File: config.mk
export PLATFORM = sky130hd
export DESIGN_NAME = axi4_stream_slave_wrapper_flat
export DESIGN_NICKNAME = d
export VERILOG_FILES = /design/src/rtl/axi4_stream_slave_wrapper_if.sv /design/src/rtl/axi4_stream_slave_wrapper.sv /design/src/flat_wrapper.sv
export SDC_FILE = /design/constraint.sdc
export NUM_CORES = 1
export LEC_CHECK = 0
export BUFFER_PORTS_ARGS = -buffer_cell sky130_fd_sc_hd__buf_4
export CAP_MARGIN = 20
export CORE_MARGIN = 2
export CORE_UTILIZATION = 36
export DETAILED_ROUTE_END_ITERATION = 8
export PLACE_DENSITY_LB_ADDON = 0.05
export RECOVER_POWER = 100
export SETUP_SLACK_MARGIN = 0.05
export SKIP_LAST_GASP = 1
export SYNTH_ARGS = -nofsm -noshare
export SYNTH_HDL_FRONTEND = slang
export SYNTH_SLANG_ARGS = --single-unit
File: constraint.sdc
create_clock -name clk -period 3.4 [get_ports clk]
set_input_delay 0.68 -clock clk [delete_from_list [all_inputs] [get_ports clk]]
set_output_delay 0.68 -clock clk [all_outputs]
set_load 0.03 [all_outputs]
File: src/rtl/axi4_stream_slave_wrapper_if.sv
// Stream link bundle between the operand/result master and the slave wrapper.
// Both directions are named from the link's point of view (to_slave / to_master).
interface axi4_stream_slave_wrapper_if #(
    parameter int unsigned DSZ = 8
) ();

    logic [DSZ-1:0] tdata_to_slave;
    logic           tvalid_to_slave;
    logic           tready_to_slave;
    logic           tlast_to_slave;

    logic [DSZ-1:0] tdata_to_master;
    logic           tvalid_to_master;
    logic           tready_to_master;
    logic           tlast_to_master;

    modport slave (
        input  tdata_to_slave,
        input  tvalid_to_slave,
        input  tlast_to_slave,
        output tready_to_slave,
        output tdata_to_master,
        output tvalid_to_master,
        output tlast_to_master,
        input  tready_to_master
    );

    modport master (
        output tdata_to_slave,
        output tvalid_to_slave,
        output tlast_to_slave,
        input  tready_to_slave,
        input  tdata_to_master,
        input  tvalid_to_master,
        input  tlast_to_master,
        output tready_to_master
    );

endinterface

File: src/rtl/axi4_stream_slave_wrapper.sv
// Slave end of the operand/result stream: assembles a/b from NB byte beats, hands them
// to the compute unit, captures the 2*SZ result and streams it back with tlast.
module axi4_stream_slave_wrapper #(
    parameter int unsigned SZ  = 32,
    parameter int unsigned DSZ = 8
) (
    input  logic                        clk,
    input  logic                        rst,
    axi4_stream_slave_wrapper_if.slave  s,
    output logic [SZ-1:0]               a,
    output logic [SZ-1:0]               b,
    output logic                        op_valid,
    input  logic [2*SZ-1:0]             res,
    input  logic                        res_valid,
    output logic                        proto_err
);

    localparam int unsigned NB = 2 * SZ / DSZ;
    localparam int unsigned IW = (NB > 1) ? $clog2(NB) : 1;
    localparam logic [IW-1:0] LAST_IDX = IW'(NB - 1);

    typedef enum logic [1:0] {
        RECV = 2'd0,
        CALC = 2'd1,
        SEND = 2'd2
    } state_t;

    state_t                  state_q, state_d;
    logic [IW-1:0]           idx_q, idx_d;
    logic [NB-1:0][DSZ-1:0]  buf_q, buf_d;
    logic [NB-1:0][DSZ-1:0]  res_q, res_d;
    logic [SZ-1:0]           a_d, b_d;
    logic                    op_valid_d;
    logic                    proto_err_d;
    logic                    tready_q, tready_d;
    logic                    tvalid_q, tvalid_d;
    logic                    tlast_q, tlast_d;
    logic [DSZ-1:0]          tdata_q, tdata_d;

    assign s.tready_to_slave  = tready_q;
    assign s.tvalid_to_master = tvalid_q;
    assign s.tlast_to_master  = tlast_q;
    assign s.tdata_to_master  = tdata_q;

    // State and output registers
    always_ff @(posedge clk) begin
        if (rst) begin
            state_q   <= RECV;
            idx_q     <= '0;
            buf_q     <= '0;
            res_q     <= '0;
            a         <= '0;
            b         <= '0;
            op_valid  <= 1'b0;
            proto_err <= 1'b0;
            tready_q  <= 1'b1;
            tvalid_q  <= 1'b0;
            tlast_q   <= 1'b0;
            tdata_q   <= '0;
        end else begin
            state_q   <= state_d;
            idx_q     <= idx_d;
            buf_q     <= buf_d;
            res_q     <= res_d;
            a         <= a_d;
            b         <= b_d;
            op_valid  <= op_valid_d;
            proto_err <= proto_err_d;
            tready_q  <= tready_d;
            tvalid_q  <= tvalid_d;
            tlast_q   <= tlast_d;
            tdata_q   <= tdata_d;
        end
    end

    // Next-state and next-output logic
    always_comb begin
        state_d     = state_q;
        idx_d       = idx_q;
        buf_d       = buf_q;
        res_d       = res_q;
        a_d         = a;
        b_d         = b;
        op_valid_d  = 1'b0;
        proto_err_d = 1'b0;
        tready_d    = tready_q;
        tvalid_d    = tvalid_q;
        tlast_d     = tlast_q;
        tdata_d     = tdata_q;

        unique case (state_q)
            RECV: begin
                tready_d = 1'b1;
                if (s.tvalid_to_slave && tready_q) begin
                    buf_d[idx_q] = s.tdata_to_slave;
                    if (idx_q == LAST_IDX) begin
                        // Packet complete; a missing tlast is flagged but the packet is kept
                        a_d         = buf_d[NB/2-1:0];
                        b_d         = buf_d[NB-1:NB/2];
                        op_valid_d  = 1'b1;
                        proto_err_d = ~s.tlast_to_slave;
                        idx_d       = '0;
                        tready_d    = 1'b0;
                        state_d     = CALC;
                    end else if (s.tlast_to_slave) begin
                        // Early tlast: partial staging is abandoned, a/b untouched
                        proto_err_d = 1'b1;
                        idx_d       = '0;
                    end else begin
                        idx_d = idx_q + IW'(1);
                    end
                end
            end

            CALC: begin
                tready_d = 1'b0;
                // The op_valid cycle itself is excluded so a stale res_valid cannot complete
                if (res_valid && !op_valid) begin
                    res_d    = res;
                    tvalid_d = 1'b1;
                    tdata_d  = res[DSZ-1:0];
                    tlast_d  = 1'b0;
                    idx_d    = '0;
                    state_d  = SEND;
                end
            end

            SEND: begin
                tready_d = 1'b0;
                if (tvalid_q && s.tready_to_master) begin
                    if (idx_q == LAST_IDX) begin
                        tvalid_d = 1'b0;
                        tlast_d  = 1'b0;
                        idx_d    = '0;
                        tready_d = 1'b1;
                        state_d  = RECV;
                    end else begin
                        idx_d   = idx_q + IW'(1);
                        tdata_d = res_q[idx_d];
                        tlast_d = (idx_d == LAST_IDX);
                    end
                end
            end

            default: begin
                state_d  = RECV;
                idx_d    = '0;
                tready_d = 1'b1;
                tvalid_d = 1'b0;
                tlast_d  = 1'b0;
            end
        endcase
    end

endmodule

File: src/flat_wrapper.sv
// flat-port wrapper written by rule: the top's interface ports become plain ports
module axi4_stream_slave_wrapper_flat 
#(
    parameter int unsigned SZ  = 32,
    parameter int unsigned DSZ = 8
)
  (clk, rst, a, b, op_valid, res, res_valid, proto_err, s_tdata_to_slave, s_tvalid_to_slave, s_tlast_to_slave, s_tready_to_slave, s_tdata_to_master, s_tvalid_to_master, s_tlast_to_master, s_tready_to_master);
  axi4_stream_slave_wrapper_if #(.DSZ(DSZ)) s_i ();
  input  logic clk;
  input  logic rst;
  output logic [SZ-1:0] a;
  output logic [SZ-1:0] b;
  output logic op_valid;
  input  logic [2*SZ-1:0] res;
  input  logic res_valid;
  output logic proto_err;
  input wire logic [$bits(s_i.tdata_to_slave)-1:0] s_tdata_to_slave;
  input wire logic [$bits(s_i.tvalid_to_slave)-1:0] s_tvalid_to_slave;
  input wire logic [$bits(s_i.tlast_to_slave)-1:0] s_tlast_to_slave;
  output wire logic [$bits(s_i.tready_to_slave)-1:0] s_tready_to_slave;
  output wire logic [$bits(s_i.tdata_to_master)-1:0] s_tdata_to_master;
  output wire logic [$bits(s_i.tvalid_to_master)-1:0] s_tvalid_to_master;
  output wire logic [$bits(s_i.tlast_to_master)-1:0] s_tlast_to_master;
  input wire logic [$bits(s_i.tready_to_master)-1:0] s_tready_to_master;
  assign s_i.tdata_to_slave = s_tdata_to_slave;
  assign s_i.tvalid_to_slave = s_tvalid_to_slave;
  assign s_i.tlast_to_slave = s_tlast_to_slave;
  assign s_tready_to_slave = s_i.tready_to_slave;
  assign s_tdata_to_master = s_i.tdata_to_master;
  assign s_tvalid_to_master = s_i.tvalid_to_master;
  assign s_tlast_to_master = s_i.tlast_to_master;
  assign s_i.tready_to_master = s_tready_to_master;
  axi4_stream_slave_wrapper #(.SZ(SZ), .DSZ(DSZ)) u_core (.clk(clk), .rst(rst), .s(s_i), .a(a), .b(b), .op_valid(op_valid), .res(res), .res_valid(res_valid), .proto_err(proto_err));
endmodule
# Word level (Yosys, flattened, before mapping)
# Index checks and enable logic that the tools add are counted.
# classes
add_sub_neg	1
eq_ne	10
muxes	37
reduce_logical	16
n_lt_le_gt_ge	3
bitwise_logic	3
# op_table
op	count
$bwmux 64	1
$mux 8	5
$bmux 8 s3	1
$demux 8 s3	1
$mux 3	6
$pmux 8 s2	1
$mux 1	12
$mux 2	5
$ne 2x1->1 const B	5
$pmux 1 s3	3
$pmux 3 s3	1
$reduce_and 3->1	3
$lt 3x4->1 const B	2
$reduce_and 4->1	2
$eq 3x3->1 const B	2
$pmux 2 s3	1
$reduce_and 5->1	1
$logic_and 1x1->1	4
$reduce_and 2->1	2
$add 3x1->3 const B	1
$ge 3x1->1 const B	1
$not 1->1	3
$reduce_or 3->1	1
$eq 2x1->1 const B	1
other kinds (5)	5
# word_totals
ff_bits	210
output_inout_bits	77
in_bits	78

# Depth between registers and ports, before layout
# logic_depth
word_depth	6
depth_mapped	9

# Worst setup path after synthesis
# Ideal clock, no wire load.
# synth_timing
kind	register to register
startpoint	register u_core.idx_q[0]
endpoint	register u_core.tdata_q[7] (netlist: u_core.s.tdata_to_master[7])
setup_slack_ps	1024
n_path_buf	3
stages_incl_launch_ff	10
arrival_time_ps	2253
required_ps	3277
setup_time_ps	123
period_less_slack_ps	2376
path_cell_list	dfxtp_1 buf_2 inv_2 ha_1 buf_2 buf_2 mux4_2 mux2_2 nand4_1 nand3_1
# synth_via
elab_chain_len	6
word_cells_on_any_way	9
# synth_rtl
element	line	text
start, declared	axi4_stream_slave_wrapper.sv:29	logic [IW-1:0] idx_q, idx_d;
start signal, assigned	axi4_stream_slave_wrapper.sv:62	idx_q <= idx_d;
$add 3x1->3	axi4_stream_slave_wrapper.sv:138	idx_d = idx_q + IW'(1);
$bmux 8 s3	axi4_stream_slave_wrapper.sv:139	tdata_d = res_q[idx_d];
$mux 8 (implied by the code)	axi4_stream_slave_wrapper.sv:139	
$mux 8	axi4_stream_slave_wrapper.sv:131	if (idx_q == LAST_IDX) begin
$mux 8	axi4_stream_slave_wrapper.sv:130	if (tvalid_q && s.tready_to_master) begin
$pmux 8 s2	axi4_stream_slave_wrapper.sv:91	unique case (state_q)
end signal, assigned	axi4_stream_slave_wrapper.sv:72	tdata_q <= tdata_d;
end, declared	axi4_stream_slave_wrapper.sv:38	logic [DSZ-1:0] tdata_q, tdata_d;
# Several ways; a longest one is shown, not always the timed one. The select of a mux whose other input is x is not followed.
# A chain may end at the register's enable or synchronous reset.

# Worst setup path after layout
# layout_timing
startpoint	register u_core.idx_q[0]
endpoint	register u_core.a[17]
# layout_via
elab_chain_len	5
word_cells_on_any_way	8
# layout_rtl
element	line	text
$lt 3x4->1 (implied by the code) or $ge 3x1->1 (tied branches)	axi4_stream_slave_wrapper.sv:95	buf_d[idx_q] = s.tdata_to_slave;
$logic_and 1x1->1 (implied by the code)	axi4_stream_slave_wrapper.sv:95	
$mux 8 (implied by the code)	axi4_stream_slave_wrapper.sv:95	
$demux 8 s3	--	
$bwmux 64	axi4_stream_slave_wrapper.sv:95	
end signal, assigned	axi4_stream_slave_wrapper.sv:52	a <= '0;
end signal, assigned	axi4_stream_slave_wrapper.sv:65	a <= a_d;
end, declared	axi4_stream_slave_wrapper.sv:10	output logic [SZ-1:0] a,
# Several ways; a longest one is shown, not always the timed one.

==> summary.md <==
| Metric | Value |
|---|---|
| Nets | `1210` |
| Largest stage delay, worst path | `just under 0.9 ns` |
| Worst-margin pin slew | `roughly 1.5 ns` |
| Crit-path cells | `ha_1 > ha_1 > and2_2 > buf_12 > nor2_1 > a211oi_1` |
| Worst hold path class | `input port to flop` |
| Syn nets | `1106` |
| Power Density | `501.3 mW/mm^2` |
| Total GRT Usage | `approximately a fifth` |
| FFs w/ async S/R, synth | `0%` |
| PostCTS Resize Cnt | `0` |
| Seq/Total Area, Yosys | `between 40% and 50%` |
| Multi-input combinational cell area | `about 0.0044 mm^2` |
| Root Driver | `clkbuf_16` |
| Syn_area_per_cell | `between 8 and 9 um^2` |
| Detail Placement HPWL | `16.56 mm` |
| I/O Pins | `155` |
| Clock Path Buffers | `3` |
| Critical Path Sink Type | `flop` |
| Final hold violations | `0` |
| Antenna fix cells | `0` |
| Initial DRC Count | `approximately 520` |
| Cell area after synthesis | `0.009138 mm^2` |
| Per-cell routed wire length | `about 17 um` |
| Routability cong. | `0.7788` |
| Final ANT Viol Nets | `0` |
| WP data arrival | `~3.2 ns` |
| Core Area | `between 0.02 and 0.03 mm^2` |
| Area contributors post-synth | `dfxtp_1 (46%), nand2_1 (8.2%), a21oi_1 (7.4%)` |
| Clock H-tree levels | `1` |
| Final setup viols | `0` |
| # DRC | `0` |
| CP Class | `flop to flop` |
| Remaining Overflow, GRT | `0` |
| Dominant cell type by area after synthesis | `dfxtp_1` |
| Via density | `between 5 and 6` |
| Max Cap Viol | `0` |
| Die Width | `163.3 um` |
| Register area | `approximately 0.0042 mm^2` |
| Hold-fix buffer count after cts | `0` |
| Clk_skew | `0.01699 ns` |
| Setup Fix Bufs, Post-CTS | `0` |
| DRT Wirelength | `~26 mm` |
| DR pass1 iterations | `5` |
| Crit-path slowest cell | `and2_2` |
| Synth unique cells | `39` |
| Fin crit period | `between 2 and 3 ns` |
| Total power | `between 0.005 and 0.006 W` |
| Worst path most repeated cell | `ha_1` |
| Antenna violations before repair | `0` |
| Util after Layout | `approximately 44%` |
| Share of cells above drive strength 1 | `around 17%` |
| First-pass GRT wire length | `about 40 mm` |
| Vias in the first global route | `6976` |
| P_leak | `about 3.8 nW` |
| Startpoint types | `flop` |
| Die Ht | `163.3 um` |
| Maximum number of pins on one net before global-route repair | `between 90 and 100` |
| Warnings, synthesis | `0` |
| Unrepaired setup endpoints after global routing | `false` |
| Filler cells | `around 2600` |
| Area share of the largest cell type after synthesis | `about 46%` |
| Relative slew slack | `1.961%` |
| Worst IR Drop VDD | `around 0.00024 V` |
| Crit Path Max Fanout | `52` |
| TritonCTS Buffers | `25` |
| Synth Register Bits | `210` |
| Area Overhead vs Synth | `19.42%` |
| Die ar. | `between 0.02 and 0.03 mm^2` |
| Period utilisation layout | `81.67%` |
| Post-synth EDFFs | `0` |
| CTS tree | `yes` |
| PortBufs | `approximately 150` |
| Synth cell count leaders | `dfxtp_1 (210), nand2_1 (199), a21oi_1 (136)` |
| Initial core utilization | `roughly 36%` |
| Final Slew Violations | `0` |
| Peak Freq | `roughly 360 MHz` |
| Clk_lat worst skew | `0.52 ns` |
| Required arrival time at the worst endpoint | `3.82 ns` |
| Clk sinks | `210` |
| Status | `finished clean` |
| Commonest register cell after synthesis | `dfxtp_1` |
| Syn Inst Count | `1025` |
| Clock transition at the registers of the reported paths | `0.06 ns` |
| Final TNS setup | `0 ns` |
| Routed vias | `between 7000 and 8000` |
| # rows | `58` |
| Count leader, synth | `dfxtp_1` |
==> state kept, by name, indices dropped and copies added (netlist names) <==
| name | cells |
|---|---|
| u_core.a | 32 |
| u_core.buf_q | 64 |
| u_core.res_q | 64 |
| u_core.s.tready_to_slave | 1 |
| u_core.s.tvalid_to_master | 1 |
| u_core.idx_q | 3 |
| u_core.op_valid | 1 |
| u_core.s.tdata_to_master | 8 |
| u_core.proto_err | 1 |
| u_core.b | 32 |
| u_core.s.tlast_to_master | 1 |
| u_core.state_q | 2 |
==> metrics by stage <==
| stage | worst slack, ns | instances | area [um^2] | hold WS, ns |
|---|---|---|---|---|
| CTS | 0.7111 | 1475 | 11310 | 0.3910 |
| global route | 0.3321 | 1475 | 10910 | 0.4007 |
| detailed placement | 0.7121 | 1432 | 10470 | 0.4467 |
| finish | 0.6232 | 1475 | 10910 | 0.4019 |
| floorplan | 1.024 | 1025 | 9138 | 0.4331 |
| global placement | 0.8257 | 1432 | 10470 | 0.4415 |
==> cell usage in the layout, fill, tap and decap left out, drive strengths merged, types with 46 or more instances in the layout <==
cell type / instances
clkbuf: 118
nand2: 199
a21oi: 136
nand3: 51
o21ai: 46
buf: 91
a211oi: 65
mux2i: 64
dfxtp: 210
nor2: 76
==> where the power goes <==
group	switching (W)	internal (W)	total [W]
combinational	0.000158	0.000101	0.000259
sequential	0.00000770	0.00247	0.00248
clock	0.00103	0.00170	0.00273
==> cell type report <==
class                   count  share of cell area [%]
inverters                   3                  0.1032
repair buffers            173                   9.655
clock inverters             7                   1.032
flip-flops and latches    210                   38.53
well taps                 330                   3.784
multi-input cells         716                   40.24
clock buffers              36                   6.662
==> cells by family (layout without fill, tap and decap cells) <==
logic type	after synthesis	after routing	share of synthesized area (%)
buffers and inverters	99	219	5.299
AOI/OAI and AO/OA	253	253	18.64
DFF	210	210	46.01
adders and majority gates	3	3	0.4108
and+or+nand+nor	371	371	17.61
muxes	88	88	11.94
xor gates and xnor gates	1	1	0.09587
==> path summary, 6_finish.rpt <==
path / from / endpoint / slack (ns) / depth (start not counted)
worst max-delay path: u_core.idx_q[0] / u_core.a[17] / 0.62 / 6
worst min-delay path: res[22] / u_core.res_q[22] / 0.40 / 3
worst max register to register: u_core.idx_q[0] / u_core.a[17] / 0.62 / 6
worst min register to register: u_core.res_q[18] / u_core.res_q[18] / 0.45 / 2
==> metal layers <==
metal | GRT usage (%) | share of wire, % | wire, um
met2 | 26.47 | 41 | 10560
met4 | 4.103 | 1.6 | 404
met3 | 2.996 | 5.2 | 1338
met5 | 0 | 0 | 0
met1 | 29.96 | 52 | 13320
==> critical path, delay by kind of cell (launching register included) <==
| family | cells | cell delay (ns) |
|---|---|---|
| and+or+nand+nor | 2 | 0.94 |
| AOI/OAI and AO/OA | 1 | 0.21 |
| DFF | 1 | 0.59 |
| buffers and inverters | 1 | 0.35 |
| adders and majority gates | 2 | 0.55 |
No activity file was read; power rests on OpenSTA's default activity.
